$ cat src/rtl/alu_mul_seq.sv
// Sequential 8x8 unsigned shift-and-add multiplier that borrows the shared ALU for
// every add and shift. Optional product flags are enabled with ALU_MUL_FLAGS_EN.
module alu_mul_seq #(
  parameter int WIDTH = 8
) (
  input  logic                 clk,
  input  logic                 rst,
  input  logic                 start,
  input  logic [WIDTH-1:0]     mcand,
  input  logic [WIDTH-1:0]     mplier,
  output logic                 busy,
  output logic                 done,
  output logic [2*WIDTH-1:0]   product,
  output logic [WIDTH-1:0]     alu_a,
  output logic [WIDTH-1:0]     alu_b,
  output logic [1:0]           alu_op,
  input  logic [WIDTH-1:0]     alu_result,
  input  logic                 alu_carry
`ifdef ALU_MUL_FLAGS_EN
  ,
  output logic                 prod_hi_nz,
  output logic                 prod_zero
`endif
);

  localparam int CNT_W = $clog2(WIDTH);
  localparam logic [CNT_W-1:0] CNT_LAST = CNT_W'(WIDTH - 1);

  localparam logic [1:0] OP_SHL = 2'b00;
  localparam logic [1:0] OP_SHR = 2'b01;
  localparam logic [1:0] OP_ADD = 2'b10;

  typedef enum logic [1:0] {
    S_IDLE  = 2'b00,
    S_ADD   = 2'b01,
    S_SHIFT = 2'b10,
    S_DONE  = 2'b11
  } state_t;

  state_t               state_q, state_d;
  logic [WIDTH-1:0]     p_q, p_d;
  logic [WIDTH-1:0]     q_q, q_d;
  logic [WIDTH-1:0]     m_q, m_d;
  logic [CNT_W-1:0]     cnt_q, cnt_d;
  logic                 c_add_q, c_add_d;
  logic                 busy_q, busy_d;
  logic                 done_q, done_d;
  logic [2*WIDTH-1:0]   product_q, product_d;
  logic [WIDTH-1:0]     alu_a_q, alu_a_d;
  logic [WIDTH-1:0]     alu_b_q, alu_b_d;
  logic [1:0]           alu_op_q, alu_op_d;
`ifdef ALU_MUL_FLAGS_EN
  logic                 prod_hi_nz_q, prod_hi_nz_d;
  logic                 prod_zero_q, prod_zero_d;
`endif

  always_comb begin
    state_d   = state_q;
    p_d       = p_q;
    q_d       = q_q;
    m_d       = m_q;
    cnt_d     = cnt_q;
    c_add_d   = c_add_q;
    product_d = product_q;
    busy_d    = 1'b0;
    done_d    = 1'b0;
    alu_a_d   = '0;
    alu_b_d   = '0;
    alu_op_d  = OP_SHL;
`ifdef ALU_MUL_FLAGS_EN
    prod_hi_nz_d = prod_hi_nz_q;
    prod_zero_d  = prod_zero_q;
`endif

    case (state_q)
      S_IDLE: begin
        if (start) begin
          p_d     = '0;
          q_d     = mplier;
          m_d     = mcand;
          cnt_d   = '0;
          c_add_d = 1'b0;
          state_d = S_ADD;
        end
      end
      S_ADD: begin
        p_d     = alu_result;
        c_add_d = alu_carry;
        state_d = S_SHIFT;
      end
      S_SHIFT: begin
        // The ALU shift drops the add carry, so it is reinserted as the new MSB of P.
        p_d     = {c_add_q, alu_result[WIDTH-2:0]};
        q_d     = {alu_carry, q_q[WIDTH-1:1]};
        cnt_d   = cnt_q + CNT_W'(1);
        state_d = (cnt_q == CNT_LAST) ? S_DONE : S_ADD;
      end
      S_DONE: begin
        state_d = S_IDLE;
      end
      default: begin
        state_d = S_IDLE;
      end
    endcase

    // Outputs are registered, so they are derived from the state being entered.
    case (state_d)
      S_ADD: begin
        busy_d   = 1'b1;
        alu_op_d = OP_ADD;
        alu_a_d  = p_d;
        alu_b_d  = q_d[0] ? m_d : '0;
      end
      S_SHIFT: begin
        busy_d   = 1'b1;
        alu_op_d = OP_SHR;
        alu_a_d  = p_d;
      end
      S_DONE: begin
        done_d = 1'b1;
      end
      default: begin
        busy_d = 1'b0;
      end
    endcase

    if (state_q == S_SHIFT && state_d == S_DONE) begin
      product_d = {p_d, q_d};
`ifdef ALU_MUL_FLAGS_EN
      prod_hi_nz_d = |p_d;
      prod_zero_d  = ~|{p_d, q_d};
`endif
    end
  end

  always_ff @(posedge clk or posedge rst) begin
    if (rst) begin
      state_q   <= S_IDLE;
      p_q       <= '0;
      q_q       <= '0;
      m_q       <= '0;
      cnt_q     <= '0;
      c_add_q   <= 1'b0;
      busy_q    <= 1'b0;
      done_q    <= 1'b0;
      product_q <= '0;
      alu_a_q   <= '0;
      alu_b_q   <= '0;
      alu_op_q  <= OP_SHL;
`ifdef ALU_MUL_FLAGS_EN
      prod_hi_nz_q <= 1'b0;
      prod_zero_q  <= 1'b0;
`endif
    end else begin
      state_q   <= state_d;
      p_q       <= p_d;
      q_q       <= q_d;
      m_q       <= m_d;
      cnt_q     <= cnt_d;
      c_add_q   <= c_add_d;
      busy_q    <= busy_d;
      done_q    <= done_d;
      product_q <= product_d;
      alu_a_q   <= alu_a_d;
      alu_b_q   <= alu_b_d;
      alu_op_q  <= alu_op_d;
`ifdef ALU_MUL_FLAGS_EN
      prod_hi_nz_q <= prod_hi_nz_d;
      prod_zero_q  <= prod_zero_d;
`endif
    end
  end

  assign busy    = busy_q;
  assign done    = done_q;
  assign product = product_q;
  assign alu_a   = alu_a_q;
  assign alu_b   = alu_b_q;
  assign alu_op  = alu_op_q;
`ifdef ALU_MUL_FLAGS_EN
  assign prod_hi_nz = prod_hi_nz_q;
  assign prod_zero  = prod_zero_q;
`endif

endmodule

$ cat config.mk
export PLATFORM = sky130hd
export DESIGN_NAME = alu_mul_seq
export DESIGN_NICKNAME = d
export VERILOG_FILES = /design/src/rtl/alu_mul_seq.sv
export SDC_FILE = /design/constraint.sdc
export NUM_CORES = 1
export LEC_CHECK = 0
export ABC_AREA = 1
export CORE_UTILIZATION = 43
export CTS_BUF_LIST = sky130_fd_sc_hd__clkbuf_4
export DETAILED_ROUTE_END_ITERATION = 16
export GPL_ROUTABILITY_DRIVEN = 1
export PLACE_DENSITY = 0.7
export SLEW_MARGIN = 20
export SYNTH_ARGS = -nofsm -noshare
export SYNTH_HDL_FRONTEND = slang
export SYNTH_SLANG_ARGS = --single-unit
$ cat constraint.sdc
create_clock -name clk -period 2.7 [get_ports clk]
set_input_delay 0.54 -clock clk [delete_from_list [all_inputs] [get_ports clk]]
set_output_delay 0.54 -clock clk [all_outputs]
set_load 0.03 [all_outputs]
==> out/qor_table.md, run 1 <==
| Group | Result | Reported |
| --- | --- | --- |
| outcome | Status | finished clean |
| cts | Htree depth | 3 |
| sta | Max-Slew Margin vs Limit | 0.672 |
| route | Length of the first detailed-routing pass in iterations | 4 |
| critical path | Arrival time at the worst endpoint | 2.38 ns |
| cts | Total setup buffers inserted after CTS | 0 |
| sta | Final number of setup-violating endpoints | 0 |
| global routing | First-pass GRT wire length | 9170 um |
| cts | Max clock buf depth | 2 |
| synthesis | Post-synth EDFFs | 0 |
| sta | Worst slew pin tran | 0.491 ns |
| floorplanning | Standard cell core area | 6100 um^2 |
| cells and area | Proportion of layout cells with a drive suffix above 1 | 0.151 |
| critical path | Type of origin of the critical path | flop |
| global routing | Vias in the first global route | 1968 |
| floorplanning | DIE HEIGHT | 82.4 um |
| cts | Root buffer cell | clkbuf_4 |
| sta | Hold Slack | 0.334 ns |
| synthesis | Simple-gate area share of the yosys netlist | 0.288 |
| power | Peak supply drop | 0.579 mV |
| synthesis | Sequential cell area fraction in the yosys report | 0.594 |
| sta | Minimum clock period after layout | 2.08 ns |
| global routing | Initial antenna violation count | 0 |
| cells and area | Most common library cell in the layout ignoring fill and taps | nand2_1 |
| global routing | All-layer global routing usage | 0.184 |
| floorplanning | Die ar. | 6800 um^2 |
| sta | Worst Skew | 0.0122 ns |
| flow run | Number of max-capacitance violations reported | 0 |
| critical path | Cell chain of the critical path | nand2_4 -> inv_2 -> a21oi_2 -> inv_1 -> ha_1 -> inv_1 -> nor2_8 -> inv_2 -> nand2_1 -> nand2_1 |
| cts | Clock tree from TritonCTS | done |
| cts | Quantity of gates resized following cts | 0 |
| synthesis | Library cells used by synthesis | 20 |
| route | Count of routing violations after the opening detailed-route iteration | 122 |
| cells and area | Design Area, Final | 3600 um^2 |
| placed design | Final weighted congestion in routability-driven placement | 0.834 |
| route | Total via count after detailed routing | 2060 |
| cells and area | Final Util | 0.590 |
| cells and area | Net total in the final layout | 404 |
| cells and area | Number of filler instances in the final layout | 551 |
| power | Areal power density over the cells | 1160 nW/um^2 |
| synthesis | Xor and xnor fraction of the mapped netlist area | 0 |
| route | Residual antenna-violating net count after detailed routing | 0 |
| critical path | Maximum net fanout on the critical path | 17 |
| sta | Pins over their slew limit | 0 |
| synthesis | Post-synthesis instance area | 2780 um^2 |
| synthesis | Number of nets in the synthesized netlist | 332 |
| power | Leakage power | 1.94 nW |
| critical path | Total buffers and inverters traversed by the critical path | 4 |
| route | Total wire length | 5460 um |
| sta | Hold violation count in the final report | 0 |
| worst hold path | Min-delay worst type | in -> async |
| floorplanning | Die width | 82.4 um |
| synthesis | Post-synthesis register bit count | 66 |
| cts | CTS hold repair buffers | 0 |
| global routing | Global route total overflow | 0 |
| synthesis | Fraction of synthesized area in multiplexers | 0 |
| critical path | Required @ worst endpoint | 2.99 ns |
| route | Routed wirelength normalized by instance count | 12.1 um |
| placed design | IO Port Bufs | 63 |
| synthesis | Dominant combinational cell family by area after synthesis | simple AND/OR/NAND/NOR gates |
| cts | Number of buffers created by CTS | 9 |
| floorplanning | Std cell rows | 28 |
| synthesis | Compound-gate portion of the synthesized area | 0.0265 |
| critical path | Kind of capture point of the worst setup path | flop |
| cts | Clock latency of the later-clocked register in the worst-skew pair | 0.39 ns |
| synthesis | Fraction of the mapped netlist area in adder cells | 0.0180 |
| critical path | Max stage delay on crit path | 0.53 ns |
| cts | CTS clk-pin slew, worst paths | 0.11 ns |
| route | Post-DR vias/cell | 4.56 |
| synthesis | Number of cells produced by synthesis | 300 |
| sta | Final TNS setup | 0 ns |
| synthesis | Average footprint of a synthesized cell | 9.28 um^2 |
| global routing | Maximum number of pins on one net before global-route repair | 40 |
| synthesis | Total number of yosys warnings | 0 |
| route | Drt drc | 0 |
| critical path | Largest delay contributor family on the critical path | buffers and inverters |
| floorplanning | Top Ports | 64 |
| synthesis | Synth async-reset ratio | 1.00 |
| placed design | Placed cell area | 3480 um^2 |
| sta | RSZ-0062 raised after global routing | no |
| synthesis | Top flip-flop cell by instance count after synthesis | dfrtp_1 |
| cts | Number of sinks on the clock net | 66 |
| floorplanning | Starting utilization of the core area | 0.456 |
| cells and area | Layout overhead on the synthesized area | 29.2% |
| cells and area | ANT cells | 0 |
| critical path | Crit Path Class | reg -> reg |
| placed design | HPWL reported at the end of detailed placement | 3920 um |
| cells and area | Top library cells by usage in the layout, fill and taps aside | 123 x nand2_1, 66 x dfrtp_1, 63 x clkdlybuf4s50_1, 32 x inv_1, 15 x nand3_1 |
| critical path | Critical-path top delay cell | dfrtp_1 |
| sta | Fin crit share | 0.771 |
| sta | Maximum clock frequency | 0.480 GHz |
synthesized netlist by cell type (2+ instances only):
cell / number / area share
dfrtp_1: 66 / 0.59
inv_1: 33 / 0.045
nor2_1: 10 / 0.013
nand3_2: 7 / 0.025
nand2_1: 123 / 0.17
ha_1: 4 / 0.018
o21ai_1: 4 / 0.0072
nand3_1: 15 / 0.027
buf_2: 2 / 0.0036
o21ai_2: 4 / 0.013
nand2_4: 4 / 0.016
a21oi_1: 2 / 0.0036
nand2_2: 12 / 0.027
inv_2: 5 / 0.0067
buf_6: 4 / 0.016
layer usage:
metal	wire length (um)	part of all wire	global-route usage	vias to the layer above
li1	-	-	-	1057
met1	2610	0.48	0.247	937
met5	0	0	0	-
met3	255	0.047	0.0341	8
met4	86	0.016	0.0877	0
met2	2510	0.46	0.287	58
report_power, final:
group / switching (mW) / internal (mW)
Combinational: 1.27 / 0.747
Sequential: 0.199 / 1.40
Clock: 0.354 / 0.185
registers in the layout, indices dropped and copies added (netlist names), 2 cells and up:
signal	flops
p_q	8
cnt_q	3
alu_op	2
alu_b	8
q_q	8
alu_a	8
state_q	2
m_q	8
product	16
cell families (layout without fill, tap and decap cells):
kind of cell | count (synthesis) | in the layout
DFF | 66 | 66
adders and majority gates | 4 | 4
and+or+nand+nor | 174 | 174
AOI/OAI and AO/OA | 11 | 11
buffers and inverters | 45 | 122
layout make-up:
class                      instances  area [um^2]  share of cell area
clock inverter                     7         46.3              0.0129
sequential                        66         1650               0.459
inverter                          38          143              0.0397
timing repair buffer              68          668               0.186
tap                               75         93.8              0.0261
clock buffer                       9         67.6              0.0188
multi-input combinational        189          926               0.257
path summary, 6_finish.rpt:
kind	end	from	slack (ns)	cells after the start
max reg2reg	product[9]	state_q[1]	0.62	10
min	alu_a[2]	rst	0.33	2
max	product[9]	state_q[1]	0.62	10
max in group asynchronous	p_q[7]	rst	1.65	3
min reg2reg	cnt_q[0]	cnt_q[0]	0.49	1
min in group clk	cnt_q[0]	cnt_q[0]	0.49	1
through the flow:
| step | power [mW] | setup slack [ns] | cells |
|---|---|---|---|
| 6_report | 4.16 | 0.617 | 452 |
| 5_1_grt | 4.50 | 0.408 | 452 |
| 4_1_cts | 4.22 | 0.571 | 452 |
| 3_5_place_dp | 3.66 | 0.446 | 436 |
| 3_3_place_gp | 3.63 | 0.504 | 436 |
| 2_1_floorplan | 2.96 | 0.505 | 300 |
worst register-to-register path: cells and delay by family (launching register included):
family | cells | cell delay, ns
flops | 1 | 0.53
buf+inv | 4 | 0.62
simple gates | 4 | 0.57
fa+ha+maj | 1 | 0.16
compound gates | 1 | 0.11
(Power assumes the default switching activity.)
==> inputs of run 2 (changes only) <==
clock period = 1.95 ns   (was 2.7 ns; I/O delays follow)
==> out/qor_table.md, run 2 (synthesis results as in run 1) <==
| Group | Result | Reported |
| --- | --- | --- |
| route | Routed wirelength normalized by instance count | 12.6 um |
| sta | Minimum clock period after layout | 1.86 ns |
| route | Length of the first detailed-routing pass in iterations | 4 |
| sta | Pins over their slew limit | 0 |
| placed design | Placed instance count | 441 |
| cells and area | Design Area, Final | 3710 um^2 |
| sta | Worst Skew | 0.00774 ns |
| critical path | Type of origin of the critical path | flop |
| flow run | Number of max-capacitance violations reported | 0 |
| critical path | Required @ worst endpoint | 1.56 ns |
| global routing | Vias in the first global route | 2106 |
| sta | Hold Slack | 0.250 ns |
| cts | CTS clk-pin slew, worst paths | 0.11 ns |
| cells and area | Post-layout instance count excluding filler cells | 458 |
| global routing | First-pass GRT wire length | 9740 um |
| cts | Clock tree from TritonCTS | done |
| outcome | Status | finished clean |
| route | Residual antenna-violating net count after detailed routing | 0 |
| floorplanning | Starting utilization of the core area | 0.456 |
| route | Count of routing violations after the opening detailed-route iteration | 125 |
| cts | Number of buffers created by CTS | 9 |
| floorplanning | Standard cell core area | 6100 um^2 |
| cells and area | Top library cells by usage in the layout, fill and taps aside | 123 x nand2_1, 66 x dfrtp_1, 63 x clkdlybuf4s50_1, 31 x inv_1, 15 x nand3_1 |
| power | Power, Total | 6.15 mW |
| cts | Root buffer cell | clkbuf_4 |
| critical path | Largest delay contributor family on the critical path | buffers and inverters |
| global routing | Global route total overflow | 0 |
| critical path | Cell chain of the critical path | clkdlybuf4s50_1 |
| sta | Fin crit share | 0.952 |
| critical path | Max stage delay on crit path | 0.68 ns |
| route | Total wire length | 5790 um |
| placed design | HPWL reported at the end of detailed placement | 4090 um |
| critical path | Maximum net fanout on the critical path | 2 |
| sta | Worst slew pin tran | 0.337 ns |
| critical path | Crit Path Class | reg -> out |
| worst hold path | Min-delay worst type | in -> async |
| floorplanning | Std cell rows | 28 |
| critical path | Arrival time at the worst endpoint | 1.47 ns |
| cts | Number of sinks on the clock net | 66 |
| route | Total via count after detailed routing | 2114 |
| sta | Maximum clock frequency | 0.539 GHz |
| floorplanning | Die width | 82.4 um |
| cells and area | ANT cells | 0 |
| cells and area | Net total in the final layout | 410 |
| cells and area | Most common library cell in the layout ignoring fill and taps | nand2_1 |
| cts | Clock latency of the later-clocked register in the worst-skew pair | 0.41 ns |
| placed design | Final weighted congestion in routability-driven placement | 0.837 |
| sta | Max-Slew Margin vs Limit | 0.775 |
| sta | Hold violation count in the final report | 0 |
| power | Leakage power | 2.00 nW |
| cells and area | Number of flip-flops under the largest register name | 16 |
| power | Peak supply drop | 0.760 mV |
| placed design | IO Port Bufs | 63 |
| sta | Final number of setup-violating endpoints | 0 |
| cts | Max clock buf depth | 2 |
| cells and area | Proportion of layout cells with a drive suffix above 1 | 0.167 |
| critical path | Kind of capture point of the worst setup path | output pin |
| cts | Htree depth | 3 |
| route | Drt drc | 0 |
| route | Post-DR vias/cell | 4.62 |
| critical path | Critical-path top delay cell | clkdlybuf4s50_1 |
| global routing | Initial antenna violation count | 0 |
| floorplanning | Top Ports | 64 |
| floorplanning | DIE HEIGHT | 82.4 um |
| global routing | Maximum number of pins on one net before global-route repair | 59 |
| sta | Final TNS setup | 0 ns |
| critical path | Total buffers and inverters traversed by the critical path | 1 |
| cells and area | Layout overhead on the synthesized area | 33.2% |
| placed design | Placed cell area | 3540 um^2 |
| global routing | All-layer global routing usage | 0.199 |
| floorplanning | Die ar. | 6800 um^2 |
| power | Areal power density over the cells | 1660 nW/um^2 |
-- run 2: cell count changes in the layout (fill, tap and decap cells not counted) --
cell and delta:
bufinv_16 +2, buf_12 +1, inv_4 +1, inv_2 -1, buf_4 +5, clkbuf_4 +2
clkinv_2 -1, clkinvlp_4 -2, inv_1 -1
-- run 2: path summary, 6_finish.rpt --
kind / from / to / slack [ns] / cells after the start
min in group clk: cnt_q[0] / cnt_q[0] / 0.49 / 1
max reg2reg: cnt_q[0] / product[12] / 0.13 / 10
max in group asynchronous: rst / q_q[5] / 1.15 / 3
min: rst / alu_a[2] / 0.25 / 2
min reg2reg: cnt_q[0] / cnt_q[0] / 0.49 / 1
max: product[0] / product[0] / 0.09 / 1
-- run 2: through the flow --
step	setup WS, ns	utilization
6_report	0.0937	0.608
4_1_cts	0.0231	0.607
5_1_grt	-0.00897	0.608
3_5_place_dp	0.0371	0.580
2_1_floorplan	0.130	-
3_3_place_gp	0.0745	0.580
-- run 2: worst register-to-register path, cell delays in order (launching register included) --
cell and delay [ns]:
dfrtp_1 0.41, ha_1 0.21, ha_1 0.19, a21oi_2 0.15
inv_1 0.09, ha_1 0.21, inv_2 0.10, nor2_8 0.06
buf_4 0.17, nand2_1 0.08, nand2_1 0.05
-- run 2: report_power, final --
group / switching (mW) / internal [mW] / total, mW / leakage [nW]
Sequential: 0.294 / 1.94 / 2.24 / 0.822
Clock: 0.482 / 0.547 / 1.03 / 0.0908
Combinational: 1.78 / 1.10 / 2.89 / 1.09
Total: 2.56 / 3.59 / 6.15 / 2.00
-- run 2: cell type report --
class,instances,area [um^2]
Tap cell,75,93.8
Inverter,38,149
Fill cell,536,2390
Clock buffer,11,82.6
Multi-Input combinational cell,189,926
Timing Repair Buffer,74,726
Sequential cell,66,1650
Clock inverter,5,78.8
-- run 2: repair_timing --
item | in CTS | in global routing
setup buffers | 0 | 1
endpoints found under the setup margin | 0 | 16
hold buffers | 0 | 0
gates resized for setup | 0 | 3
-- run 2: per-layer routing --
| layer | vias up | track usage | part of all wire |
|---|---|---|---|
| met2 | 73 | 0.309 | 0.46 |
| li1 | 1064 | - | - |
| met1 | 963 | 0.252 | 0.45 |
| met3 | 14 | 0.0582 | 0.067 |
| met4 | 0 | 0.100 | 0.019 |
| met5 | - | 0 | 0 |
==> inputs of run 3 (changes only) <==
ABC_CLOCK_PERIOD_IN_PS = 1950   (was unset)
CORE_UTILIZATION = 45   (was 43)
PLACE_DENSITY = unset   (was 0.7)
PLACE_DENSITY_LB_ADDON = 0.25   (was unset)
==> out/qor_table.md, run 3 (synthesis results as in run 1) <==
| Group | Result | Reported |
| --- | --- | --- |
| power | Areal power density over the cells | 1630 nW/um^2 |
| floorplanning | Starting utilization of the core area | 0.467 |
| sta | Worst Skew | 0.0139 ns |
| cts | Number of sinks on the clock net | 66 |
| floorplanning | Die ar. | 6500 um^2 |
| critical path | Number of cells on the critical path | 1 |
| sta | Final TNS setup | 0 ns |
| sta | Hold Slack | 0.421 ns |
| route | Drt drc | 0 |
| cells and area | Multi-input combinational cell area | 926 um^2 |
| route | Highest metal layer with signal wires | met4 |
| cells and area | Top library cells by usage in the layout, fill and taps aside | 123 x nand2_1, 66 x dfrtp_1, 63 x clkdlybuf4s50_1, 31 x inv_1, 15 x nand3_1 |
| critical path | Largest delay contributor family on the critical path | buffers and inverters |
| route | Total wire length | 5510 um |
| critical path | Number of cells traversed by the worst register-to-register path | 10 |
| sta | RSZ-0062 raised after global routing | no |
| critical path | Critical-path top delay cell | clkdlybuf4s50_1 |
| sta | Worst slew pin tran | 0.338 ns |
| placed design | HPWL reported at the end of detailed placement | 3930 um |
| global routing | All-layer global routing usage | 0.193 |
| cts | Max clock buf depth | 2 |
| outcome | Status | finished clean |
| power | Power, Total | 5.95 mW |
| route | Length of the first detailed-routing pass in iterations | 4 |
| route | Detailed route wirelength on metal2 | 2490 um |
| cells and area | Number of flip-flops under the largest register name | 16 |
| worst hold path | Min-delay worst type | in -> async |
| sta | Final WS setup | 0.108 ns |
| route | Total via count after detailed routing | 2096 |
| critical path | Maximum net fanout on the critical path | 2 |
| critical path | Cell chain of the critical path | clkdlybuf4s50_1 |
| critical path | Critical path capture point | product[15] |
| cts | Clock latency of the later-clocked register in the worst-skew pair | 0.40 ns |
| cts | Htree depth | 3 |
| cts | Root buffer cell | clkbuf_4 |
| global routing | Vias in the first global route | 1984 |
| cells and area | Flip-flop and latch area | 1650 um^2 |
| floorplanning | Standard cell core area | 5960 um^2 |
| route | Residual antenna-violating net count after detailed routing | 0 |
| critical path | Total buffers and inverters traversed by the critical path | 1 |
| critical path | Type of origin of the critical path | flop |
| cts | Clock tree from TritonCTS | done |
| route | Met1 Routed Length | 2640 um |
| sta | Final number of setup-violating endpoints | 0 |
| floorplanning | Top Ports | 64 |
| route | Routed wirelength normalized by instance count | 12.1 um |
| critical path | Setup slack on the worst flop-to-flop path | 0.12 ns |
| cts | CTS clk-pin slew, worst paths | 0.11 ns |
| placed design | Final weighted congestion in routability-driven placement | 0.820 |
| floorplanning | DIE HEIGHT | 80.6 um |
| sta | Hold violation count in the final report | 0 |
| cells and area | Final Util | 0.614 |
| global routing | Maximum number of pins on one net before global-route repair | 67 |
| power | Peak supply drop | 0.868 mV |
| sta | Fin crit share | 0.945 |
| cells and area | Net total in the final layout | 408 |
| cts | Number of buffers created by CTS | 9 |
| critical path | Critical Path Source | product[15] |
| critical path | Kind of capture point of the worst setup path | output pin |
| global routing | Global route total overflow | 0 |
| placed design | IO Port Bufs | 63 |
| placed design | Worst slack, placed | 0.0447 ns |
| power | Leakage power | 1.98 nW |
| cells and area | Proportion of layout cells with a drive suffix above 1 | 0.158 |
| cells and area | Number of filler instances in the final layout | 520 |
| sta | Minimum clock period after layout | 1.84 ns |
| critical path | Required @ worst endpoint | 1.56 ns |
| sta | Pins over their slew limit | 0 |
| cells and area | ANT cells | 0 |
| cells and area | Layout overhead on the synthesized area | 31.4% |
| floorplanning | Die width | 80.6 um |
| global routing | Initial antenna violation count | 0 |
| route | Post-DR vias/cell | 4.61 |
| critical path | Max stage delay on crit path | 0.68 ns |
| cells and area | Most common library cell in the layout ignoring fill and taps | nand2_1 |
| flow run | Number of max-capacitance violations reported | 0 |
| sta | Maximum clock frequency | 0.543 GHz |
| critical path | Arrival time at the worst endpoint | 1.45 ns |
| route | DR WL met3 | 304 um |
| critical path | Crit Reg-Reg Endpoint | product[1] |
| route | Count of routing violations after the opening detailed-route iteration | 91 |
| global routing | First-pass GRT wire length | 9170 um |
| critical path | Beginning of the worst register-to-register path | cnt_q[0] |
| floorplanning | Std cell rows | 28 |
| sta | Max-Slew Margin vs Limit | 0.775 |
| critical path | Crit Path Class | reg -> out |
==> run 3: repair_timing <==
action / CTS / global route
setup endpoints to repair: 0 / 16
gates resized for setup: 0 / 3
hold buffers: 0 / 0
buffers inserted: 0 / 0
==> run 3: layout make-up <==
| cell class | instances | share of cell area |
|---|---|---|
| clock buffer | 11 | 0.0226 |
| clock inverter | 4 | 0.0120 |
| timing repair buffer | 72 | 0.194 |
| multi-input combinational | 189 | 0.253 |
| tap | 75 | 0.0257 |
| sequential | 66 | 0.452 |
| inverter | 38 | 0.0407 |
==> run 3: report_power, final <==
group	leakage [nW]	internal, mW	switching [mW]
clock network	0.0741	0.406	0.456
registers	0.822	1.94	0.293
logic	1.08	1.09	1.76
==> run 3: per-layer routing <==
metal  track usage  vias up
met3        0.0432        8
met4         0.102        0
met1         0.256      964
met2         0.294       64
li1              -     1060
met5             0        -
==> run 3: worst min path at each step <==
stage / to / slack [ns] / depth (start not counted)
6_report: alu_a[1] / 0.42 / 3
5_1_grt: alu_a[1] / 0.43 / 3
4_1_cts: alu_a[6] / 0.43 / 3
3_5_place_dp: product[5] / 0.47 / 2
3_3_place_gp: product[3] / 0.47 / 2
2_1_floorplan: cnt_q[0] / 0.45 / 1
==> run 3: stage by stage <==
| stage | std cells | instance area, um^2 |
|---|---|---|
| global route | 455 | 3660 |
| detailed placement | 440 | 3530 |
| CTS | 455 | 3650 |
| finish | 455 | 3660 |
| global placement | 440 | 3530 |
| floorplan | 300 | 2790 |
